### src/rtl/jtag_pkg.sv
`timescale 1ns/1ps
// ---------------------------------------------------------------------------
// jtag_pkg
// Shared definitions for the IEEE 1149.1 TAP controller.
//   tap_state_t  : 4-bit state type with the standard TAP encoding.
//                  All 16 codes are used.
//   IS_IR_COLUMN : bitmask indexed by state code. A bit is set for
//                  SEL_IR and for every state below it in the IR column.
// ---------------------------------------------------------------------------
package jtag_pkg;

   typedef enum logic [3:0] {
      EX2_DR   = 4'h0,
      EX1_DR   = 4'h1,
      SH_DR    = 4'h2,
      PAUSE_DR = 4'h3,
      SEL_IR   = 4'h4,
      UPD_DR   = 4'h5,
      CAP_DR   = 4'h6,
      SEL_DR   = 4'h7,
      EX2_IR   = 4'h8,
      EX1_IR   = 4'h9,
      SH_IR    = 4'hA,
      PAUSE_IR = 4'hB,
      RTI      = 4'hC,
      UPD_IR   = 4'hD,
      CAP_IR   = 4'hE,
      TLR      = 4'hF
   } tap_state_t;

   // Set bits: 4, 8, 9, A, B, D, E.
   localparam logic [15:0] IS_IR_COLUMN = 16'h6F10;

endpackage

### src/rtl/jtag_tap_fsm.sv
`timescale 1ns/1ps
// ---------------------------------------------------------------------------
// jtag_tap_fsm
// IEEE 1149.1 TAP controller. It is a Moore machine clocked by tck. Every
// output decodes from the state register alone. The scan-block "clocks"
// are enables qualified on tck and are never gated clocks.
// Ports:
//   tck            : sole clock. The state register updates on the rising edge.
//   reset          : synchronous, active-high. Has priority over tms.
//   tms            : test mode select, sampled on the rising edge of tck.
//   tap_reset      : high in TEST_LOGIC_RESET.
//   tap_select     : 1 = the IR path drives tdo, 0 = the DR path drives tdo.
//   tap_enable     : tdo buffer enable. High while shifting.
//   tap_clock_ir/dr, tap_capture_ir/dr, tap_shift_ir/dr, tap_update_ir/dr :
//                    per-path scan-block enables.
//   tap_state      : current state code, for debug.
// ---------------------------------------------------------------------------
module jtag_tap_fsm
   import jtag_pkg::*;
(
   input  logic       tck,
   input  logic       reset,
   input  logic       tms,
   output logic       tap_reset,
   output logic       tap_select,
   output logic       tap_enable,
   output logic       tap_clock_ir,
   output logic       tap_capture_ir,
   output logic       tap_shift_ir,
   output logic       tap_update_ir,
   output logic       tap_clock_dr,
   output logic       tap_capture_dr,
   output logic       tap_shift_dr,
   output logic       tap_update_dr,
   output logic [3:0] tap_state
);

   tap_state_t state_reg;
   tap_state_t state_next;

   // Reset wins over tms. A scan that reset aborts therefore goes straight
   // to TLR and never passes through UPD_x.
   always_ff @(posedge tck) begin
      if (reset) begin
         state_reg <= TLR;
      end else begin
         state_reg <= state_next;
      end
   end

   always_comb begin
      state_next = TLR;
      unique case (state_reg)
         TLR:      state_next = tms ? TLR      : RTI;
         RTI:      state_next = tms ? SEL_DR   : RTI;
         SEL_DR:   state_next = tms ? SEL_IR   : CAP_DR;
         CAP_DR:   state_next = tms ? EX1_DR   : SH_DR;
         SH_DR:    state_next = tms ? EX1_DR   : SH_DR;
         EX1_DR:   state_next = tms ? UPD_DR   : PAUSE_DR;
         PAUSE_DR: state_next = tms ? EX2_DR   : PAUSE_DR;
         EX2_DR:   state_next = tms ? UPD_DR   : SH_DR;
         UPD_DR:   state_next = tms ? SEL_DR   : RTI;
         SEL_IR:   state_next = tms ? TLR      : CAP_IR;
         CAP_IR:   state_next = tms ? EX1_IR   : SH_IR;
         SH_IR:    state_next = tms ? EX1_IR   : SH_IR;
         EX1_IR:   state_next = tms ? UPD_IR   : PAUSE_IR;
         PAUSE_IR: state_next = tms ? EX2_IR   : PAUSE_IR;
         EX2_IR:   state_next = tms ? UPD_IR   : SH_IR;
         UPD_IR:   state_next = tms ? SEL_DR   : RTI;
         // All 16 codes are listed above. This branch is a safety net only.
         default:  state_next = TLR;
      endcase
   end

   // Output decode. No tms term appears here, so each enable is valid for
   // exactly the cycles spent in its state.
   always_comb begin
      tap_reset      = (state_reg == TLR);
      tap_select     = (state_reg == TLR) || IS_IR_COLUMN[state_reg];
      tap_capture_ir = (state_reg == CAP_IR);
      tap_shift_ir   = (state_reg == SH_IR);
      tap_update_ir  = (state_reg == UPD_IR);
      tap_clock_ir   = tap_capture_ir || tap_shift_ir;
      tap_capture_dr = (state_reg == CAP_DR);
      tap_shift_dr   = (state_reg == SH_DR);
      tap_update_dr  = (state_reg == UPD_DR);
      tap_clock_dr   = tap_capture_dr || tap_shift_dr;
      tap_enable     = tap_shift_ir || tap_shift_dr;
   end

   assign tap_state = state_reg;

endmodule

### config.mk
export PLATFORM = sky130hd
export DESIGN_NAME = jtag_tap_fsm
export DESIGN_NICKNAME = d
export VERILOG_FILES = /design/src/rtl/jtag_pkg.sv /design/src/rtl/jtag_tap_fsm.sv
export SDC_FILE = /design/constraint.sdc
export NUM_CORES = 1
export LEC_CHECK = 0
export CORE_AREA = 2 2 39 41
export DETAILED_ROUTE_END_ITERATION = 6
export DIE_AREA = 0 0 41 43
export PLACE_DENSITY = 0.66
export RECOVER_POWER = 100
export SLEW_MARGIN = 40
export SYNTH_ARGS = -nofsm -noshare
export SYNTH_HDL_FRONTEND = slang
export SYNTH_SLANG_ARGS = --single-unit
### constraint.sdc
create_clock -name tck -period 2.2 [get_ports tck]
set_input_delay 0.44 -clock tck [delete_from_list [all_inputs] [get_ports tck]]
set_output_delay 0.44 -clock tck [all_outputs]
set_load 0.1 [all_outputs]
==> flow_metrics.py <==
metrics = {
    "run_status": {
        "status": "completed",
    },
    "power": {
        "powerDensity_mw_per_mm2": 919,
        "sw_frac_of_total": 0.555,
        "vdd_drop_max_mv": 0.676,
        "pwr-share-clk": 0.175,
        "power_frac_comb": 0.591,
        "finalPower_uw": 584,
        "p_leak_uw": 0.000290,
        "power.share.sequential": 0.233,
        "switching_power_uw": 324,
        "internal-power_uw": 260,
    },
    "cts": {
        "clk_pin_slew_worst_paths_ns": 0.04,
        "cts.sinks": 5,
        "cts_hold_buf": 0,
        "cts-root-buf": "clkbuf_4",
        "cts_buffers": 3,
        "cts_resized": 0,
        "h-tree-depth": 1,
        "cts_setup_buffers": 0,
        "insertion_delay_ns": 0.24,
        "tritoncts": "yes",
        "clockBufferDepth": 2,
    },
    "setup_path": {
        "endpoint_kind": "flop",
        "worstSetupStartpointType": "input port",
        "cp_max_fo": 4,
        "r2r_cells": 7,
        "required_ns": 2.32,
        "crit_type": "in -> reg",
        "worstPathArrival_ns": 2.14,
    },
    "floorplanning": {
        "initial_utilization": 0.293,
        "die_h_um": 43,
        "die-area_mm2": 0.00176,
        "rows": 14,
        "coreArea_mm2": 0.00138,
        "die_x_um": 41,
        "boundaryPins": 18,
    },
    "worst_hold_path": {
        "hold_class": "reg -> reg",
        "hold_path_depth": 2,
    },
    "finish": {
        "final_util": 0.459,
        "diodes": 0,
        "synthToLayoutAreaGrowth_pct": 56.8,
        "final_area_um2": 636,
        "drive_above_1_share": 0.588,
        "finalNonFillerCells": 84,
        "fin_nets": 73,
    },
    "routing": {
        "vias": 416,
        "drc": 0,
        "drtAntennaViolNets": 0,
        "post_drt_wl_per_cell_um": 10.6,
        "drtPass1Iterations": 4,
        "drtIter0Drc": 3,
        "via_per_inst": 4.95,
        "wl_um": 888,
    },
    "synthesis": {
        "synth_area_um2": 405,
        "synth_top_area_frac": 0.247,
        "ys_seq_area_frac": 0.247,
        "ys_types": 31,
        "syn_inst": 49,
        "synth-seq-cells": 5,
        "synth.area.top_cells": "dfxtp_1 25%, nor2_1 6.5%, buf_6 5.6%",
        "yosys.area.top_type": "dfxtp_1",
        "syn_area_per_cell_um2": 8.27,
        "synth_warnings": 0,
        "synth_nets": 53,
    },
    "global_routing": {
        "grt_pass1_vias": 332,
        "grt_overflow_total": 0,
        "grt_start_max_net_pins": 14,
        "grt_antenna_before_repair": 0,
        "grt_pass1_wl_um": 1480,
        "gr-usage-all-layers": 0.120,
    },
    "place": {
        "dpl.cell_count": 80,
        "place_hpwl_um": 703,
        "gp_congestion": 0.749,
        "placed_area_um2": 758,
        "port_buffers": 17,
    },
    "sta": {
        "min_period_ns": 2.02,
        "hold_viol": 0,
        "fmax_ghz": 0.496,
        "grt_setup_unrepaired": "false",
        "tightestPinTransition_ns": 0.546,
        "slew_headroom": 0.637,
        "drv_slew": 0,
        "clock_skew_ns": 0.00520,
        "period_share": 0.916,
        "whs_ns": 0.622,
        "setup_viol": 0,
    },
    "run": {
        "drv_cap": 0,
    },
}
==> cell families after synthesis <==
group	count (synthesis)	share of synthesized area
AND/OR/NAND/NOR	23	0.299
AO/OA/AOI/OAI	12	0.262
buffers and inverters	7	0.136
flip-flops	5	0.247
multiplexers	1	0.0247
adder cells (fa/ha/maj)	1	0.0309
==> power groups by stage <==
stage | Combinational [µW] | Sequential [µW] | Clock, µW
finish | 346 | 136 | 102
CTS | 407 | 137 | 107
detailed placement | 407 | 138 | 0
global placement | 406 | 138 | 0
floorplan | 263 | 178 | 0
global route | 360 | 140 | 121
==> synth_stat cells <==
master	number
a2111o_1	1
a21oi_1	1
buf_4	1
or2_2	1
ha_1	1
or2_1	1
nor2b_1	1
o22a_2	1
a211oi_1	1
o221ai_1	1
and2_1	1
nand2_1	3
nor3_1	2
a2111oi_2	1
nor2_1	7
o21ai_0	1
dfxtp_1	5
clkbuf_8	1
inv_1	3
o221a_2	1
nand2b_1	1
nand2b_2	1
a2bb2oi_1	1
a211o_1	1
mux2i_1	1
buf_6	2
o22ai_1	1
a21oi_2	1
nor3b_1	2
or3b_1	1
nand3_1	2
==> routing by layer <==
metal | global-route usage | share of wire | wire length [µm]
met5 | 0 | 0 | 0
met4 | 0.0200 | 0 | 0
met3 | 0.0471 | 0.069 | 61
met2 | 0.166 | 0.49 | 432
met1 | 0.176 | 0.44 | 394
==> final timing paths <==
kind | from | end | slack, ns
worst min-delay path | tap_state[1]$_SDFF_PP1_ | tap_state[0]$_SDFF_PP1_ | 0.62
worst max register to register | tap_state[1]$_SDFF_PP1_ | flop | 0.45
worst max-delay path | tms | flop | 0.18
worst min register to register | tap_state[1]$_SDFF_PP1_ | tap_state[0]$_SDFF_PP1_ | 0.62
==> layout by cell type, fill, tap and decap left out, types with 2 or more instances in the layout <==
| cell | netlist | final |
|---|---|---|
| dfxtp_4 | 0 | 4 |
| nor2_2 | 0 | 4 |
| dlygate4sd3_1 | 0 | 2 |
| nor2_4 | 0 | 2 |
| buf_2 | 0 | 2 |
| nand2_1 | 3 | 3 |
| clkbuf_2 | 0 | 11 |
| clkbuf_1 | 0 | 2 |
| inv_1 | 3 | 3 |
| clkbuf_4 | 0 | 3 |
| nor3_4 | 0 | 2 |
| buf_12 | 0 | 2 |
==> final cells by class <==
cell class / count / area (µm²)
well taps: 16 / 20.0
multi-input cells: 37 / 327
clock buffers: 4 / 26.3
repair buffers: 19 / 136
inverters: 3 / 11.3
fillers: 150 / 748
flip-flops and latches: 5 / 115
==> per-stage QoR <==
stage	setup TNS (ns)	worst slack (ns)
global placement	0	0.0251
detailed placement	0	0.0136
finish	0	0.184
CTS	0	0.260
global route	0	0.112
floorplan	-0.0292	-0.0292
==> worst max-delay path, stage by stage <==
cell           delay, ns
dlygate4sd3_1       0.62
o22ai_1             0.13
a2111oi_2           0.39
ha_1                0.29
inv_1               0.05
o221a_2             0.16
mux2i_1             0.06
No activity file was read; power rests on OpenSTA's default activity.
